## src/rtl/alu64_seq_issuer_pkg.sv

```systemverilog
// Shared encodings for the 64-bit ALU sequencer: op codes, FSM states, half width.
package alu_seq_pkg;

  localparam int HALF_W = 32;
  localparam int FULL_W = 2 * HALF_W;
  localparam logic [1:0] IDLE_OP_DEF = 2'b10;

  typedef enum logic [1:0] {
    OP_ADD = 2'b00,
    OP_SUB = 2'b01,
    OP_AND = 2'b10,
    OP_ILL = 2'b11
  } alu_op_e;

  typedef enum logic [2:0] {
    IDLE = 3'd0,
    LO   = 3'd1,
    HI   = 3'd2,
    FIX  = 3'd3,
    RESP = 3'd4
  } seq_state_e;

endpackage

```

## src/rtl/alu64_seq_issuer_if.sv

```systemverilog
// Request/response handshake and 32-bit ALU side-channel of the sequencer.
interface alu64_seq_issuer_if
  import alu_seq_pkg::*;
#(
  parameter int W = HALF_W
);

  logic           in_valid;
  logic           in_ready;
  logic [2*W-1:0] in_a;
  logic [2*W-1:0] in_b;
  logic [1:0]     in_op;

  logic           out_valid;
  logic           out_ready;
  logic [2*W-1:0] out_result;
  logic           out_carry;
  logic           out_err;

  logic [W-1:0]   alu_a;
  logic [W-1:0]   alu_b;
  logic [1:0]     alu_op;
  logic [W-1:0]   alu_result;
  logic           alu_carry;

  // Sequencer view.
  modport slave (
    input  in_valid, in_a, in_b, in_op, out_ready, alu_result, alu_carry,
    output in_ready, out_valid, out_result, out_carry, out_err, alu_a, alu_b, alu_op
  );

  // Execute-stage controller plus ALU view.
  modport master (
    output in_valid, in_a, in_b, in_op, out_ready, alu_result, alu_carry,
    input  in_ready, out_valid, out_result, out_carry, out_err, alu_a, alu_b, alu_op
  );

endinterface

```

## src/rtl/alu64_seq_issuer.sv

```systemverilog
// Splits 64-bit add/sub/and into 32-bit ALU passes with carry/borrow chaining.
// Optional macro ALU_SEQ_FASTFIX_EN skips the FIX pass when the low half produced no carry.
//
// state | meaning
// IDLE  | waiting for a request, in_ready=1
// LO    | low halves on the ALU
// HI    | high halves on the ALU
// FIX   | high result adjusted by the low-half carry/borrow
// RESP  | response held until out_ready
module alu64_seq_issuer
  import alu_seq_pkg::*;
#(
  parameter int         HALF_W  = 32,
  parameter logic [1:0] IDLE_OP = 2'b10
) (
  input logic clk,
  input logic rst,
  alu64_seq_issuer_if.slave bus
);

  seq_state_e          state_q;
  alu_op_e             op_q;
  logic [HALF_W-1:0]   a_hi_q;
  logic [HALF_W-1:0]   b_hi_q;
  logic [HALF_W-1:0]   res_lo_q;
  logic                c1_q;
  logic                c2_q;
  logic [HALF_W-1:0]   alu_a_q;
  logic [HALF_W-1:0]   alu_b_q;
  logic [1:0]          alu_op_q;
  logic                in_ready_q;
  logic                out_valid_q;
  logic [2*HALF_W-1:0] out_result_q;
  logic                out_carry_q;
  logic                out_err_q;

  always_ff @(posedge clk) begin
    if (rst) begin
      state_q      <= IDLE;
      op_q         <= OP_AND;
      a_hi_q       <= '0;
      b_hi_q       <= '0;
      res_lo_q     <= '0;
      c1_q         <= 1'b0;
      c2_q         <= 1'b0;
      alu_a_q      <= '0;
      alu_b_q      <= '0;
      alu_op_q     <= IDLE_OP;
      in_ready_q   <= 1'b1;
      out_valid_q  <= 1'b0;
      out_result_q <= '0;
      out_carry_q  <= 1'b0;
      out_err_q    <= 1'b0;
    end else begin
      case (state_q)
        IDLE: begin
          if (bus.in_valid) begin
            in_ready_q <= 1'b0;
            op_q       <= alu_op_e'(bus.in_op);
            a_hi_q     <= bus.in_a[2*HALF_W-1:HALF_W];
            b_hi_q     <= bus.in_b[2*HALF_W-1:HALF_W];
            if (bus.in_op == OP_ILL) begin
              state_q      <= RESP;
              out_valid_q  <= 1'b1;
              out_result_q <= '0;
              out_carry_q  <= 1'b0;
              out_err_q    <= 1'b1;
            end else begin
              state_q  <= LO;
              alu_a_q  <= bus.in_a[HALF_W-1:0];
              alu_b_q  <= bus.in_b[HALF_W-1:0];
              alu_op_q <= bus.in_op;
            end
          end
        end

        LO: begin
          res_lo_q <= bus.alu_result;
          c1_q     <= bus.alu_carry;
          alu_a_q  <= a_hi_q;
          alu_b_q  <= b_hi_q;
          state_q  <= HI;
        end

        HI: begin
          c2_q <= bus.alu_carry;
          if (op_q == OP_AND) begin
            state_q      <= RESP;
            out_valid_q  <= 1'b1;
            out_result_q <= {bus.alu_result, res_lo_q};
            out_carry_q  <= 1'b0;
            out_err_q    <= 1'b0;
            alu_a_q      <= '0;
            alu_b_q      <= '0;
            alu_op_q     <= IDLE_OP;
          end
`ifdef ALU_SEQ_FASTFIX_EN
          else if (!c1_q) begin
            state_q      <= RESP;
            out_valid_q  <= 1'b1;
            out_result_q <= {bus.alu_result, res_lo_q};
            out_carry_q  <= bus.alu_carry;
            out_err_q    <= 1'b0;
            alu_a_q      <= '0;
            alu_b_q      <= '0;
            alu_op_q     <= IDLE_OP;
          end
`endif
          else begin
            // Same op again: add the low carry in, or subtract the low borrow.
            state_q <= FIX;
            alu_a_q <= bus.alu_result;
            alu_b_q <= {{(HALF_W-1){1'b0}}, c1_q};
          end
        end

        FIX: begin
          state_q      <= RESP;
          out_valid_q  <= 1'b1;
          out_result_q <= {bus.alu_result, res_lo_q};
          out_carry_q  <= c2_q | bus.alu_carry;
          out_err_q    <= 1'b0;
          alu_a_q      <= '0;
          alu_b_q      <= '0;
          alu_op_q     <= IDLE_OP;
        end

        RESP: begin
          if (bus.out_ready) begin
            state_q     <= IDLE;
            out_valid_q <= 1'b0;
            in_ready_q  <= 1'b1;
          end
        end

        default: begin
          state_q     <= IDLE;
          out_valid_q <= 1'b0;
          in_ready_q  <= 1'b1;
          alu_op_q    <= IDLE_OP;
        end
      endcase
    end
  end

  assign bus.in_ready   = in_ready_q;
  assign bus.out_valid  = out_valid_q;
  assign bus.out_result = out_result_q;
  assign bus.out_carry  = out_carry_q;
  assign bus.out_err    = out_err_q;
  assign bus.alu_a      = alu_a_q;
  assign bus.alu_b      = alu_b_q;
  assign bus.alu_op     = alu_op_q;

endmodule

```

## src/flat_wrapper.sv

```systemverilog
// flat-port wrapper written by rule: the top's interface ports become plain ports
module alu64_seq_issuer_flat import alu_seq_pkg::*;
#(
  parameter int         HALF_W  = 32,
  parameter logic [1:0] IDLE_OP = 2'b10
)
  (clk, rst, bus_in_valid, bus_in_a, bus_in_b, bus_in_op, bus_out_ready, bus_alu_result, bus_alu_carry, bus_in_ready, bus_out_valid, bus_out_result, bus_out_carry, bus_out_err, bus_alu_a, bus_alu_b, bus_alu_op);
  alu64_seq_issuer_if #(.W(32)) bus_i ();
  input logic clk;
  input logic rst;
  input wire logic [$bits(bus_i.in_valid)-1:0] bus_in_valid;
  input wire logic [$bits(bus_i.in_a)-1:0] bus_in_a;
  input wire logic [$bits(bus_i.in_b)-1:0] bus_in_b;
  input wire logic [$bits(bus_i.in_op)-1:0] bus_in_op;
  input wire logic [$bits(bus_i.out_ready)-1:0] bus_out_ready;
  input wire logic [$bits(bus_i.alu_result)-1:0] bus_alu_result;
  input wire logic [$bits(bus_i.alu_carry)-1:0] bus_alu_carry;
  output wire logic [$bits(bus_i.in_ready)-1:0] bus_in_ready;
  output wire logic [$bits(bus_i.out_valid)-1:0] bus_out_valid;
  output wire logic [$bits(bus_i.out_result)-1:0] bus_out_result;
  output wire logic [$bits(bus_i.out_carry)-1:0] bus_out_carry;
  output wire logic [$bits(bus_i.out_err)-1:0] bus_out_err;
  output wire logic [$bits(bus_i.alu_a)-1:0] bus_alu_a;
  output wire logic [$bits(bus_i.alu_b)-1:0] bus_alu_b;
  output wire logic [$bits(bus_i.alu_op)-1:0] bus_alu_op;
  assign bus_i.in_valid = bus_in_valid;
  assign bus_i.in_a = bus_in_a;
  assign bus_i.in_b = bus_in_b;
  assign bus_i.in_op = bus_in_op;
  assign bus_i.out_ready = bus_out_ready;
  assign bus_i.alu_result = bus_alu_result;
  assign bus_i.alu_carry = bus_alu_carry;
  assign bus_in_ready = bus_i.in_ready;
  assign bus_out_valid = bus_i.out_valid;
  assign bus_out_result = bus_i.out_result;
  assign bus_out_carry = bus_i.out_carry;
  assign bus_out_err = bus_i.out_err;
  assign bus_alu_a = bus_i.alu_a;
  assign bus_alu_b = bus_i.alu_b;
  assign bus_alu_op = bus_i.alu_op;
  alu64_seq_issuer #(.HALF_W(HALF_W), .IDLE_OP(IDLE_OP)) u_core (.clk(clk), .rst(rst), .bus(bus_i));
endmodule
```

## config.mk

```make
export PLATFORM = sky130hd
export DESIGN_NAME = alu64_seq_issuer_flat
export DESIGN_NICKNAME = d
export VERILOG_FILES = /design/src/rtl/alu64_seq_issuer_pkg.sv /design/src/rtl/alu64_seq_issuer_if.sv /design/src/rtl/alu64_seq_issuer.sv /design/src/flat_wrapper.sv
export SDC_FILE = /design/constraint.sdc
export NUM_CORES = 1
export LEC_CHECK = 0
export ABC_AREA = 0
export CAP_MARGIN = 5
export CORE_ASPECT_RATIO = 1.75
export CORE_MARGIN = 4
export CORE_UTILIZATION = 42
export DETAILED_ROUTE_END_ITERATION = 12
export PLACE_DENSITY = 0.86
export SYNTH_ARGS = -nofsm -noshare
export SYNTH_HDL_FRONTEND = slang
export SYNTH_SLANG_ARGS = --single-unit
```

## constraint.sdc

```tcl
create_clock -name clk -period 1.4 [get_ports clk]
set_input_delay 0.35 -clock clk [delete_from_list [all_inputs] [get_ports clk]]
set_output_delay 0.35 -clock clk [all_outputs]
set_load 0.03 [all_outputs]
```

==> results.py <==
metrics = {
    "power": {
        "total_leakage_power_nw": 7.05,
        "power_per_cell_area_nw_per_um2": 1310,
        "totalPowerFinal_mw": 22.1,
        "power.ir.vdd_worst_uv": 1080,
    },
    "cts": {
        "clock_path_buffers": 3,
        "cts_tree": "built",
        "numCtsBuffers": 23,
        "post_cts_hold_buffer_count": 0,
        "cts_max_level": 1,
        "cts_root_buffer": "sky130_fd_sc_hd__clkbuf_16",
        "clk_pin_slew_ns": 0.07,
        "clkLatencyLatePin_ns": 0.51,
        "numClockSinks": 237,
    },
    "critical_path": {
        "r2r-end": "u_core.bus.out_result[63]$_SDFFE_PP0P_",
        "worstRegToRegCells": 7,
        "cp_endpoint_kind": "flip-flop",
        "crit_path_start_kind": "flip-flop",
        "timing.critical_path.required_ns": 1.84,
        "worst_ep_arrival_time_ns": 2.16,
        "r2r_start": "u_core.state_q[2]$_SDFFE_PP0P_",
        "crit_fanout": 9,
        "critical_path_class": "flip-flop to flip-flop",
        "regToRegSetupSlack_ns": -0.33,
    },
    "detailed_routing": {
        "avgViaCountPerCell": 5.87,
        "drt-total-wl_mm": 43.1,
        "first_iter_violations": 705,
        "vias": 9850,
        "first_pass_iters": 6,
        "drt-wirelength-per-cell_um": 25.7,
        "post-route-drc-count": 0,
        "ant_nets": 0,
    },
    "timing": {
        "timing.final.setup_violations": 239,
        "max_freq_mhz": 579,
        "final_period_minus_worst_setup_slack_ns": 1.73,
        "relSlewSlack": 0.690,
        "final.setup.worst_slack_ns": -0.326,
        "grt_setup_unrepaired": "yes",
        "worst_clock_skew_ns": 0.0160,
        "report.final.slew_viol_count": 0,
        "timing.final.crit_share": 1.23,
        "worst_slew_pin_slew_ns": 0.463,
        "hold_violations": 0,
        "worst_hold_slack_ns": 0.168,
    },
    "finish": {
        "num-nets-final": 1531,
        "final_util": 0.776,
        "layout-area-overhead-vs-synth_pct": 80.4,
        "final_layout_size_suffix_gt1_frac": 0.446,
        "design_area_um2": 16800,
    },
    "placed_design": {
        "routabilityCongestion": 0.876,
        "placement.cell_area_um2": 13500,
        "detailed_place_hpwl_mm": 22.2,
        "port_buffers": 300,
    },
    "worst_hold_path": {
        "worst_hold_path_type": "input port to flip-flop",
        "holdCritStartpoint": "rst",
        "timing.hold.worst_path_depth": 2,
        "worst_hold_path.endpoint": "u_core.bus.out_carry$_SDFFE_PP0P_",
    },
    "global_routing": {
        "grt_pass1_vias": 9723,
        "grt_max_degree": 63,
        "first_pass_grt_wire_length_mm": 55.2,
        "grt_util_all_layers": 0.286,
        "grt_remaining_overflow": 0,
        "initial_antenna_violation_count": 7,
    },
    "synthesis": {
        "async_flop_share": 0,
        "dominantRegCellSynth": "sky130_fd_sc_hd__dfxtp_1",
        "synth.cell_area_um2": 9320,
        "synth_sequential_area_ratio": 0.509,
        "synth-seq-cells": 237,
        "synth_fp_nets": 1140,
        "synth_unique_cells": 38,
        "netlist_instances": 973,
        "syn_area_per_cell_um2": 9.58,
        "synth_edf_count": 0,
        "yosys_warnings": 0,
    },
    "status": {
        "status": "finished with violations",
        "failed_checks": "negative setup slack",
    },
    "floorplanning": {
        "core_area_um2": 21700,
        "die_x_um": 121,
        "fp-row-count": 71,
        "effective_utilization_at_floorplan": 0.430,
        "io_pins": 301,
        "fp.dieArea_um2": 24700,
        "dieHeight_um": 205,
    },
    "run": {
        "max_cap_viol_count": 0,
    },
}
-- worst max path at each step --
stage / to / depth (start not counted) / slack [ns] / start
finish: u_core.bus.out_result[63]$_SDFFE_PP0P_ / 7 / -0.33 / u_core.state_q[2]$_SDFFE_PP0P_
CTS: u_core.bus.alu_a[8]$_SDFFE_PP0P_ / 8 / -0.23 / u_core.state_q[2]$_SDFFE_PP0P_
global route: u_core.bus.out_result[63]$_SDFFE_PP0P_ / 7 / -0.33 / u_core.state_q[2]$_SDFFE_PP0P_
detailed placement: u_core.a_hi_q[4]$_SDFFE_PP0P_ / 5 / -0.73 / bus_in_valid
floorplan: u_core.a_hi_q[22]$_SDFFE_PP0P_ / 6 / -0.05 / u_core.state_q[2]$_SDFFE_PP0P_
global placement: u_core.a_hi_q[3]$_SDFFE_PP0P_ / 5 / -0.68 / bus_in_valid
-- per-layer routing --
layer	global-route usage	wire, um	share of wire
met1	0.290	13700	0.32
met2	0.543	22300	0.52
met3	0.0483	2940	0.068
met4	0.160	4130	0.096
met5	0	13	0.00030
-- logic make-up after synthesis --
| group | count (synthesis) | synth area share |
|---|---|---|
| AOI/OAI and AO/OA | 342 | 0.269 |
| and+or+nand+nor | 266 | 0.123 |
| DFF | 237 | 0.509 |
| buffers and inverters | 94 | 0.0628 |
| muxes | 34 | 0.0365 |
-- what timing repair did --
| action | in CTS | in global routing |
|---|---|---|
| gates resized for setup | 569 | 351 |
| buffers inserted | 29 | 11 |
| cloned | 23 | 23 |
| setup endpoints to repair | 320 | 314 |
| pin swaps | 21 | 77 |
| endpoints found under the hold margin | 0 | 0 |
-- power by group --
group,total (mW),switching (mW),internal (mW)
clock,6.86,2.80,4.05
sequential,7.90,0.512,7.39
combinational,7.34,3.68,3.66
total,22.1,6.99,15.1
-- cells in the mapped netlist (23+ instances only) --
cell,number,share of area
sky130_fd_sc_hd__a211oi_2,28,0.038
sky130_fd_sc_hd__a21oi_1,134,0.072
sky130_fd_sc_hd__a221oi_1,33,0.031
sky130_fd_sc_hd__a22o_1,64,0.060
sky130_fd_sc_hd__buf_6,23,0.028
sky130_fd_sc_hd__clkbuf_1,42,0.017
sky130_fd_sc_hd__dfxtp_1,237,0.51
sky130_fd_sc_hd__mux2i_1,34,0.037
sky130_fd_sc_hd__nand2_1,202,0.081
sky130_fd_sc_hd__nor2b_1,35,0.023
sky130_fd_sc_hd__o211a_1,30,0.032
sky130_fd_sc_hd__o21ai_0,35,0.019
-- worst max-delay path, stage by stage (launching register included) --
cell,delay [ns]
sky130_fd_sc_hd__dfxtp_4,0.36
sky130_fd_sc_hd__buf_12,0.14
sky130_fd_sc_hd__nor3b_4,0.24
sky130_fd_sc_hd__a22oi_2,0.14
sky130_fd_sc_hd__a21oi_4,0.19
sky130_fd_sc_hd__buf_12,0.21
sky130_fd_sc_hd__clkbuf_16,0.20
sky130_fd_sc_hd__a22o_1,0.14
-- registers in the layout (all words and copies together), names as in the netlist, 2 cells and up --
name / flops
u_core.bus.out_result: 64
u_core.bus.alu_a: 32
u_core.op_q: 2
u_core.state_q: 3
u_core.a_hi_q: 32
u_core.bus.alu_op: 2
u_core.bus.alu_b: 32
u_core.res_lo_q: 32
u_core.b_hi_q: 32
-- through the flow --
step	worst slack, ns	std cells	TNS, ns
floorplan	-0.0488	973	-4.79
global placement	-0.681	1556	-112.11
detailed placement	-0.730	1556	-118.87
CTS	-0.234	1647	-38.84
global route	-0.332	1678	-58.29
finish	-0.326	1679	-52.69
-- cell type report --
class | instances | area (um2)
antenna | 7 | 17.5
multi-input combinational | 642 | 5070
clock buffer | 26 | 607
tap | 292 | 365
clock inverter | 15 | 209
inverter | 2 | 7.51
sequential | 237 | 4810
timing repair buffer | 458 | 5720
fill | 1289 | 4860
-- cells in the final DEF (no fill, tap or decap), types with 3 or more instances in the layout --
cell type / synthesis / routed
sky130_fd_sc_hd__nor2b_1: 35 / 32
sky130_fd_sc_hd__a221oi_2: 0 / 15
sky130_fd_sc_hd__bufbuf_16: 0 / 3
sky130_fd_sc_hd__a221oi_4: 0 / 9
sky130_fd_sc_hd__a22o_1: 64 / 64
sky130_fd_sc_hd__bufinv_16: 0 / 5
sky130_fd_sc_hd__nor3_1: 6 / 3
sky130_fd_sc_hd__clkinv_2: 0 / 8
sky130_fd_sc_hd__buf_8: 1 / 8
sky130_fd_sc_hd__o21ai_1: 1 / 10
sky130_fd_sc_hd__dfxtp_2: 0 / 48
sky130_fd_sc_hd__buf_4: 7 / 116
sky130_fd_sc_hd__nand2b_4: 0 / 3
sky130_fd_sc_hd__o211a_1: 30 / 30
sky130_fd_sc_hd__mux2i_2: 0 / 3
sky130_fd_sc_hd__clkdlybuf4s50_1: 0 / 165
sky130_fd_sc_hd__o21ai_4: 0 / 5
sky130_fd_sc_hd__nand2_2: 0 / 46
sky130_fd_sc_hd__a22oi_2: 1 / 3
sky130_fd_sc_hd__buf_12: 0 / 70
sky130_fd_sc_hd__a211oi_2: 28 / 30
sky130_fd_sc_hd__diode_2: 0 / 7
sky130_fd_sc_hd__nor2_1: 10 / 7
sky130_fd_sc_hd__o21ai_0: 35 / 7
sky130_fd_sc_hd__o21ai_2: 1 / 15
sky130_fd_sc_hd__a211oi_1: 6 / 4
sky130_fd_sc_hd__clkbuf_4: 0 / 4
sky130_fd_sc_hd__nand2_4: 0 / 36
sky130_fd_sc_hd__mux2i_1: 34 / 31
sky130_fd_sc_hd__a221oi_1: 33 / 9
sky130_fd_sc_hd__clkbuf_16: 0 / 42
sky130_fd_sc_hd__buf_6: 23 / 56
sky130_fd_sc_hd__dfxtp_1: 237 / 187
sky130_fd_sc_hd__a21oi_2: 1 / 48
sky130_fd_sc_hd__buf_16: 0 / 16
sky130_fd_sc_hd__nand2_1: 202 / 120
sky130_fd_sc_hd__a21oi_1: 134 / 87
Power figures use the tool's default switching activity.
